`config.mk`:
```
export PLATFORM = sky130hd
export DESIGN_NAME = div_unit_flat
export DESIGN_NICKNAME = d
export VERILOG_FILES = /design/src/rtl/div_unit_if.sv /design/src/rtl/div_unit.sv /design/src/flat_wrapper.sv
export SDC_FILE = /design/constraint.sdc
export NUM_CORES = 1
export LEC_CHECK = 0
export ABC_CLOCK_PERIOD_IN_PS = 5800
export BUFFER_PORTS_ARGS = -buffer_cell sky130_fd_sc_hd__buf_2
export CORE_MARGIN = 2
export CORE_UTILIZATION = 55
export CTS_CLUSTER_SIZE = 28
export DETAILED_ROUTE_END_ITERATION = 8
export HOLD_SLACK_MARGIN = 0.02
export PLACE_DENSITY = 0.73
export SETUP_SLACK_MARGIN = 0.5
export SLEW_MARGIN = 30
export SYNTH_ARGS = -nofsm -noshare
export SYNTH_HDL_FRONTEND = slang
export SYNTH_SLANG_ARGS = --single-unit
```
`constraint.sdc`:
```
create_clock -name clk -period 5.8 [get_ports clk]
set_clock_uncertainty 0.2 [all_clocks]
set_input_delay 1.16 -clock clk [delete_from_list [all_inputs] [get_ports clk]]
set_output_delay 1.16 -clock clk [all_outputs]
set_load 0.01 [all_outputs]
```
`src/rtl/div_unit_if.sv`:
```
// div_unit_if: divider handshake and operand/result bundle between control unit and div_unit.
interface div_unit_if #(parameter int WIDTH = 32);
  logic             DivCtrl;
  logic [WIDTH-1:0] A;
  logic [WIDTH-1:0] B;
  logic [WIDTH-1:0] HI;
  logic [WIDTH-1:0] LO;
  logic             DivOut;
  logic             divZero;
  modport master (output DivCtrl, A, B, input HI, LO, DivOut, divZero);
  modport slave  (input DivCtrl, A, B, output HI, LO, DivOut, divZero);
endinterface

```
`src/rtl/div_unit.sv`:
```
// div_unit: iterative restoring signed divider, quotient to LO, remainder to HI.
// Optional DIV_EARLY_EXIT_EN skips iteration when |A| < |B|.
module div_unit #(
  parameter int WIDTH = 32
) (
  input logic       clk,
  input logic       reset,
  div_unit_if.slave bus
);
  localparam int CW = $clog2(WIDTH);
  localparam logic [1:0] IDLE = 2'd0;
  localparam logic [1:0] CALC = 2'd1;
  localparam logic [1:0] DONE = 2'd2;
  localparam logic [1:0] HOLD = 2'd3;
  logic [1:0]       state_q, state_d;
  logic [CW-1:0]    cnt_q, cnt_d;
  logic [WIDTH-1:0] rem_q, rem_d;
  logic [WIDTH-1:0] quo_q, quo_d;
  logic [WIDTH:0]   dvs_q, dvs_d;
  logic [WIDTH-1:0] hi_q, hi_d;
  logic [WIDTH-1:0] lo_q, lo_d;
  logic             aneg_q, aneg_d;
  logic             qneg_q, qneg_d;
  logic             zflag_q, zflag_d;
  logic             done_q, done_d;
  logic             dz_q, dz_d;
  logic [WIDTH-1:0] a_mag;
  logic [WIDTH:0]   b_mag;
  logic [WIDTH:0]   sh;
  logic [WIDTH:0]   diff;
  logic             ge;
  assign a_mag = bus.A[WIDTH-1] ? -bus.A : bus.A;
  assign b_mag = bus.B[WIDTH-1] ? -{1'b1, bus.B} : {1'b0, bus.B};
  assign sh    = {rem_q, quo_q[WIDTH-1]};
  assign diff  = sh - dvs_q;
  // sh < 2*|B|, so the borrow bit alone tells whether the subtraction fits
  assign ge    = ~diff[WIDTH];
  always_comb begin
    state_d = state_q;
    cnt_d   = cnt_q;
    rem_d   = rem_q;
    quo_d   = quo_q;
    dvs_d   = dvs_q;
    hi_d    = hi_q;
    lo_d    = lo_q;
    aneg_d  = aneg_q;
    qneg_d  = qneg_q;
    zflag_d = 1'b0;
    done_d  = 1'b0;
    dz_d    = zflag_q;
    case (state_q)
      IDLE: begin
        if (bus.DivCtrl) begin
          if (bus.B == '0) begin
            zflag_d = 1'b1;
            state_d = HOLD;
          end else begin
            dvs_d   = b_mag;
            aneg_d  = bus.A[WIDTH-1];
            qneg_d  = bus.A[WIDTH-1] ^ bus.B[WIDTH-1];
            rem_d   = '0;
            quo_d   = a_mag;
            cnt_d   = CW'(WIDTH - 1);
            state_d = CALC;
`ifdef DIV_EARLY_EXIT_EN
            if ({1'b0, a_mag} < b_mag) begin
              rem_d   = a_mag;
              quo_d   = '0;
              state_d = DONE;
            end
`endif
          end
        end
      end
      CALC: begin
        rem_d   = ge ? diff[WIDTH-1:0] : sh[WIDTH-1:0];
        quo_d   = {quo_q[WIDTH-2:0], ge};
        cnt_d   = cnt_q - CW'(cnt_q != '0);
        state_d = (cnt_q == '0) ? DONE : CALC;
      end
      DONE: begin
        lo_d    = qneg_q ? -quo_q : quo_q;
        hi_d    = aneg_q ? -rem_q : rem_q;
        done_d  = 1'b1;
        state_d = HOLD;
      end
      default: state_d = bus.DivCtrl ? HOLD : IDLE;
    endcase
  end
  always_ff @(posedge clk) begin
    if (!reset) begin
      state_q <= IDLE;
      cnt_q   <= '0;
      rem_q   <= '0;
      quo_q   <= '0;
      dvs_q   <= '0;
      hi_q    <= '0;
      lo_q    <= '0;
      aneg_q  <= 1'b0;
      qneg_q  <= 1'b0;
      zflag_q <= 1'b0;
      done_q  <= 1'b0;
      dz_q    <= 1'b0;
    end else begin
      state_q <= state_d;
      cnt_q   <= cnt_d;
      rem_q   <= rem_d;
      quo_q   <= quo_d;
      dvs_q   <= dvs_d;
      hi_q    <= hi_d;
      lo_q    <= lo_d;
      aneg_q  <= aneg_d;
      qneg_q  <= qneg_d;
      zflag_q <= zflag_d;
      done_q  <= done_d;
      dz_q    <= dz_d;
    end
  end
  assign bus.HI      = hi_q;
  assign bus.LO      = lo_q;
  assign bus.DivOut  = done_q;
  assign bus.divZero = dz_q;
endmodule

```
`src/flat_wrapper.sv`:
```
// flat-port wrapper written by rule: the top's interface ports become plain ports
module div_unit_flat 
#(
  parameter int WIDTH = 32
)
  (clk, reset, bus_DivCtrl, bus_A, bus_B, bus_HI, bus_LO, bus_DivOut, bus_divZero);
  div_unit_if #(.WIDTH(WIDTH)) bus_i ();
  input logic clk;
  input logic reset;
  input wire logic [$bits(bus_i.DivCtrl)-1:0] bus_DivCtrl;
  input wire logic [$bits(bus_i.A)-1:0] bus_A;
  input wire logic [$bits(bus_i.B)-1:0] bus_B;
  output wire logic [$bits(bus_i.HI)-1:0] bus_HI;
  output wire logic [$bits(bus_i.LO)-1:0] bus_LO;
  output wire logic [$bits(bus_i.DivOut)-1:0] bus_DivOut;
  output wire logic [$bits(bus_i.divZero)-1:0] bus_divZero;
  assign bus_i.DivCtrl = bus_DivCtrl;
  assign bus_i.A = bus_A;
  assign bus_i.B = bus_B;
  assign bus_HI = bus_i.HI;
  assign bus_LO = bus_i.LO;
  assign bus_DivOut = bus_i.DivOut;
  assign bus_divZero = bus_i.divZero;
  div_unit #(.WIDTH(WIDTH)) u_core (.clk(clk), .reset(reset), .bus(bus_i));
endmodule
```
; Yosys cells after proc, flatten, opt, wreduce, memory -nomap -nowiden
; Index checks and enable logic that the tools add are counted.
[totals]
ff_bits = 173
output_inout_bits = 66
word_cells = 54
[op_classes]
n_mux = 21
n_reduce_logical = 8
n_eq_ne = 4
n_addsub = 6
bitwise_logic = 3
[ops]
columns = op, n
row1 = two-way mux 32 bit, 8
row2 = one-hot mux 32 bit (2 select lines), 2
row3 = negation 32 bit, 3
row4 = two-way mux 33 bit, 1
row5 = negation 33 bit, 1
row6 = subtractor 33 bit, 1
row7 = zero test 32 bit, 1
row8 = two-way mux 5 bit, 2
row9 = one-hot mux 5 bit (2 select lines), 1
row10 = AND reduction 3 bit, 3
row11 = two-way mux 2 bit, 4
row12 = one-hot mux 2 bit (3 select lines), 1
row13 = zero test 5 bit, 1
row14 = nonzero test 5 bit, 1
row15 = subtractor 5 x 1 -> 5 bit, 1
row16 = "inequality test 2 bit, second input constant", 2
row17 = "== test 2 x 1 -> 1 bit, second input constant", 1
row18 = "== test 2 bit, second input constant", 1
row19 = zero test 2 bit, 1
row20 = two-way mux 1 bit, 2
row21 = NOT 1 bit, 2
row22 = nonzero test 2 bit, 1
row23 = bitwise XOR 1 bit, 1

; Depth between registers and ports, before layout
[logic_depth]
word_depth = 5
mapped_depth = 15
mapped_depth_nobuf = 13

; Worst setup path before layout
; Ideal clock, no wire load.
[synth_path]
kind = input port to flip-flop
from = in bus_B[5]
to = reg u_core.rem_q[7]
path_buffers = 3
t_required_ps = 5526
arrival_time_ps = 3869
path_stages = 13
slack_ps = 1656
cell_sequence = or3_1 > or2_2 > nor3_1 > nand4_1 > nor4_1 > o21ai_0 > nand2b_1 > clkbuf_1 > and2_1 > clkbuf_1 > clkbuf_1 > nand2_1 > o21ai_0
[synth_between]
elab_chain_cells = 3
[synth_rtl]
columns = item, line_no
row1 = "start, declared", flat_wrapper.sv:12  ; input wire logic [$bits(bus_i.B)-1:0] bus_B;
row2 = zero test 32 bit, div_unit.sv:54  ; if (bus.B == '0) begin
row3 = inequality test 2 bit (no line), n/a
row4 = AND reduction 3 bit (no line), n/a
row5 = "end signal, assigned", div_unit.sv:107  ; rem_q <= rem_d;
row6 = "end, declared", div_unit.sv:17  ; logic [WIDTH-1:0] rem_q, rem_d;
; Every way passes these cells.
; A chain may end at the register's enable or synchronous reset.

; Worst setup path in the final report
[layout_path]
from = reg u_core.quo_q[31]
to = reg u_core.rem_q[19]
[layout_between]
elab_chain_cells = 3
[layout_rtl]
columns = item, line_no
row1 = "start, declared", div_unit.sv:18  ; logic [WIDTH-1:0] quo_q, quo_d;
row2 = "start signal, assigned", div_unit.sv:108  ; quo_q <= quo_d;
row3 = subtractor 33 bit, div_unit.sv:35  ; assign diff = sh - dvs_q;
row4 = two-way mux 32 bit, div_unit.sv:76  ; rem_d = ge ? diff[WIDTH-1:0] : sh[WIDTH-1:0];
row5 = one-hot mux 32 bit (2 select lines), div_unit.sv:51  ; case (state_q)
; Every way passes these cells.

==> reports/qor.yml <==
io_buffer_count: 132
ant_nets: 0
min_period_ns: 4.33
ys_seq_area_frac: 0.335
grt_pass1_wl_um: 40700
ys_ff_latch: 173
clk_path_buf_depth: 2
crit_chain: "inv_1 > ha_1 > fa_1 > nor2b_1 > o31ai_1 > o2bb2ai_1 > o21a_1 > o41a_1 > o21ai_0 > nor4_1 > a211o_2 > or4b_2 > nand2_1"
critical_path_class: "reg2reg"
cts_tree: "built"
async_flop_share: 0
clk_pin_slew_ns: 0.07
antenna_cells: 0
peakVddDrop_v: 0.000213
critPathTopFamily: "compound AO/OA/AOI/OAI gates"
reg2reg_slack_ns: 1.47
drt_iter0_drc: 800
powerDensity_nw_per_um2: 290
initial_core_util: 0.556
drt_wl_total_um: 24700
maxSlewHeadroom: 0.435
vias_per_cell: 5.81
setup_ws_ns: 1.47
post-cts-setup-buffer-count: 0
antenna_found_initial: 0
cts-htree-levels: 4
hp-class: "reg2reg"
synth_warnings: 0
cts_root_buffer: "clkbuf_16"
ys.flop_type: "dfxtp_1"
drc_errors: 0
dr.pass1.iters: 6
yosysUniqueCellTypes: 60
clock_sinks: 173
end_kind: "flip-flop"
cp_data_required_time_ns: 5.97
core_area_um2: 18600
layout-drive-gt1-share: 0.143
netlist_area_um2: 10300
grtUsageTotal: 0.248
fill_cells: 1705
die_h_um: 141
postSynthAreaPerCell_um2: 8.13
ctsResizeCount: 0
slowest_stage: "or4b_2"
vias: 9302
area_growth_pct: 13.2
synth_edf_count: 0
startpoint_type: "flip-flop"
critPathMaxStageDelay_ns: 0.71
crit_fanout: 23
synthCells: 1270
fin_crit_sh: 0.746
ios: 133
drv_cap: 0
worst_ep_arrival_time_ns: 4.49
fin_nets: 1461
dp_slack_ns: 1.13
insertion_delay_ns: 0.43
grt_max_degree: 100
dp_hpwl_um: 18000
gp_congestion: 0.928
fmax_mhz: 231
grt_overflow_total: 0
hold_viol_final: 0
cts_hold_buf: 0
slew_violations: 0
die_w_um: 141
die_area_um2: 19900
std_cell_rows: 50
setup-tns-final_ns: 0
synth_fp_nets: 1376
grt_pass1_vias: 8219
worstMarginPinSlew_ns: 0.847
cts_inserted_buffers: 17
p_leak_nw: 4.93
status: "finished, final reports clean"
cp_num_buf_inv: 1
rsz0062_at_grt: "false"
wl_per_cell_um: 15.4
finalSetupViolCount: 0
layout make-up:
type                            instances  area, µm²  area share
Clock buffer                           21        440      0.0377
Clock inverter                         10        139      0.0119
Inverter                               55        208      0.0178
Multi-Input combinational cell        965       6380       0.546
Sequential cell                       173       3470       0.296
Tap cell                              234        293      0.0250
Timing Repair Buffer                  143        759      0.0650
worst paths after layout:
path                                        from                 end  cells after the start
worst min-delay path                 u_core.dz_d  u_core.bus.divZero                      1
worst max register to register  u_core.quo_q[31]    u_core.rem_q[19]                     13
worst max-delay path            u_core.quo_q[31]    u_core.rem_q[19]                     13
worst min register to register       u_core.dz_d  u_core.bus.divZero                      1
registers in the layout (all words and copies together) (netlist names):
signal,cells
u_core.dvs_q,33
u_core.bus.HI,32
u_core.bus.LO,32
u_core.quo_q,32
u_core.rem_q,32
u_core.cnt_q,5
u_core.state_q,2
u_core.aneg_q,1
u_core.bus.DivOut,1
u_core.bus.divZero,1
u_core.dz_d,1
u_core.qneg_q,1
layer usage:
| layer | global-route usage | vias up | share of wire |
|---|---|---|---|
| met1 | 0.372 | 4234 | 0.50 |
| met3 | 0.0435 | 31 | 0.060 |
| met4 | 0.0611 | 0 | 0.016 |
| met2 | 0.370 | 285 | 0.42 |
| met5 | 0 | - | 0 |
| li1 | - | 4752 | - |
power by group:
part           internal [W]  switching (W)  leakage (nW)
Combinational      0.000358       0.000502          3.24
Sequential          0.00128      0.0000942          1.41
Clock              0.000677       0.000473         0.282
synthesized netlist by cell type, drive strengths merged (2+ instances only):
cell type,number,share of area
dfxtp,173,0.34
nor2,152,0.055
nand2,117,0.043
o21ai,102,0.049
xor2,93,0.079
a211oi,78,0.057
clkbuf,74,0.027
inv,55,0.020
xnor2,54,0.046
ha,38,0.046
o31ai,36,0.028
a21oi,35,0.017
mux2i,31,0.030
a222oi,26,0.025
or3,24,0.016
o41ai,16,0.014
nor3,15,0.0073
nand3,13,0.0063
nand4,11,0.0067
nor2b,11,0.0067
or4,11,0.0087
a32oi,10,0.0085
nor4,10,0.0061
o21a,10,0.0073
nand2b,9,0.0055
a21o,8,0.0058
o211ai,6,0.0044
a221oi,4,0.0034
a31oi,4,0.0024
and2,4,0.0024
or2,4,0.0024
and3,3,0.0018
buf,3,0.0012
nand3b,3,0.0022
or3b,3,0.0025
or4b,3,0.0029
a311oi,2,0.0017
nor3b,2,0.0015
o2111ai,2,0.0017
o21bai,2,0.0015
stage by stage:
| step | instances | instance area [µm²] | total power (W) | hold slack [ns] | utilization |
|---|---|---|---|---|---|
| after floorplan | 1270 | 10300 | 0.00203 | 0.212 | - |
| after global placement | 1570 | 11100 | 0.00224 | 0.232 | 0.597 |
| after detailed placement | 1570 | 11100 | 0.00225 | 0.231 | 0.598 |
| after CTS | 1601 | 11700 | 0.00340 | 0.250 | 0.629 |
| after global routing | 1601 | 11700 | 0.00357 | 0.265 | 0.629 |
| final | 1601 | 11700 | 0.00339 | 0.250 | 0.629 |
cell families (layout without fill, tap and decap cells):
| family | after synthesis | count (layout) | share of synthesized area |
|---|---|---|---|
| muxes | 32 | 32 | 0.0311 |
| AOI/OAI and AO/OA | 351 | 351 | 0.235 |
| xor gates and xnor gates | 147 | 147 | 0.125 |
| adders and majority gates | 39 | 39 | 0.0480 |
| DFF | 173 | 173 | 0.335 |
| buffers and inverters | 132 | 229 | 0.0481 |
| and+or+nand+nor | 396 | 396 | 0.178 |
cell usage in the layout (no fill, tap or decap), types with 4 or more instances in the layout:
cell       netlist  final
nor4_1          10     10
xor2_1          93     93
o41ai_1         16     16
nor2_1         152    151
a21oi_1         35     35
clkinv_2         0      4
xnor2_1         54     54
nand2b_1         9      9
clkbuf_1        74      4
or4_1            9      9
a21o_1           8      8
a32oi_1         10     10
o211ai_1         6      6
a221oi_1         4      4
o21ai_0        100    100
nand4_1         11     11
dfxtp_1        173    171
a222oi_1        26     26
nor2b_1         11      9
or3_1           21     21
a31oi_1          4      4
buf_4            0      9
nand2_1        117    116
a211oi_1        78     78
inv_1           55     54
or2_2            4      4
and2_1           4      4
o21a_1          10     10
clkbuf_16        0     17
o31ai_1         34     34
nand3_1         13     13
nor3_1          15     15
mux2i_1         31     31
ha_1            38     38
buf_2            1    132
No activity file was read; power rests on OpenSTA's default activity.
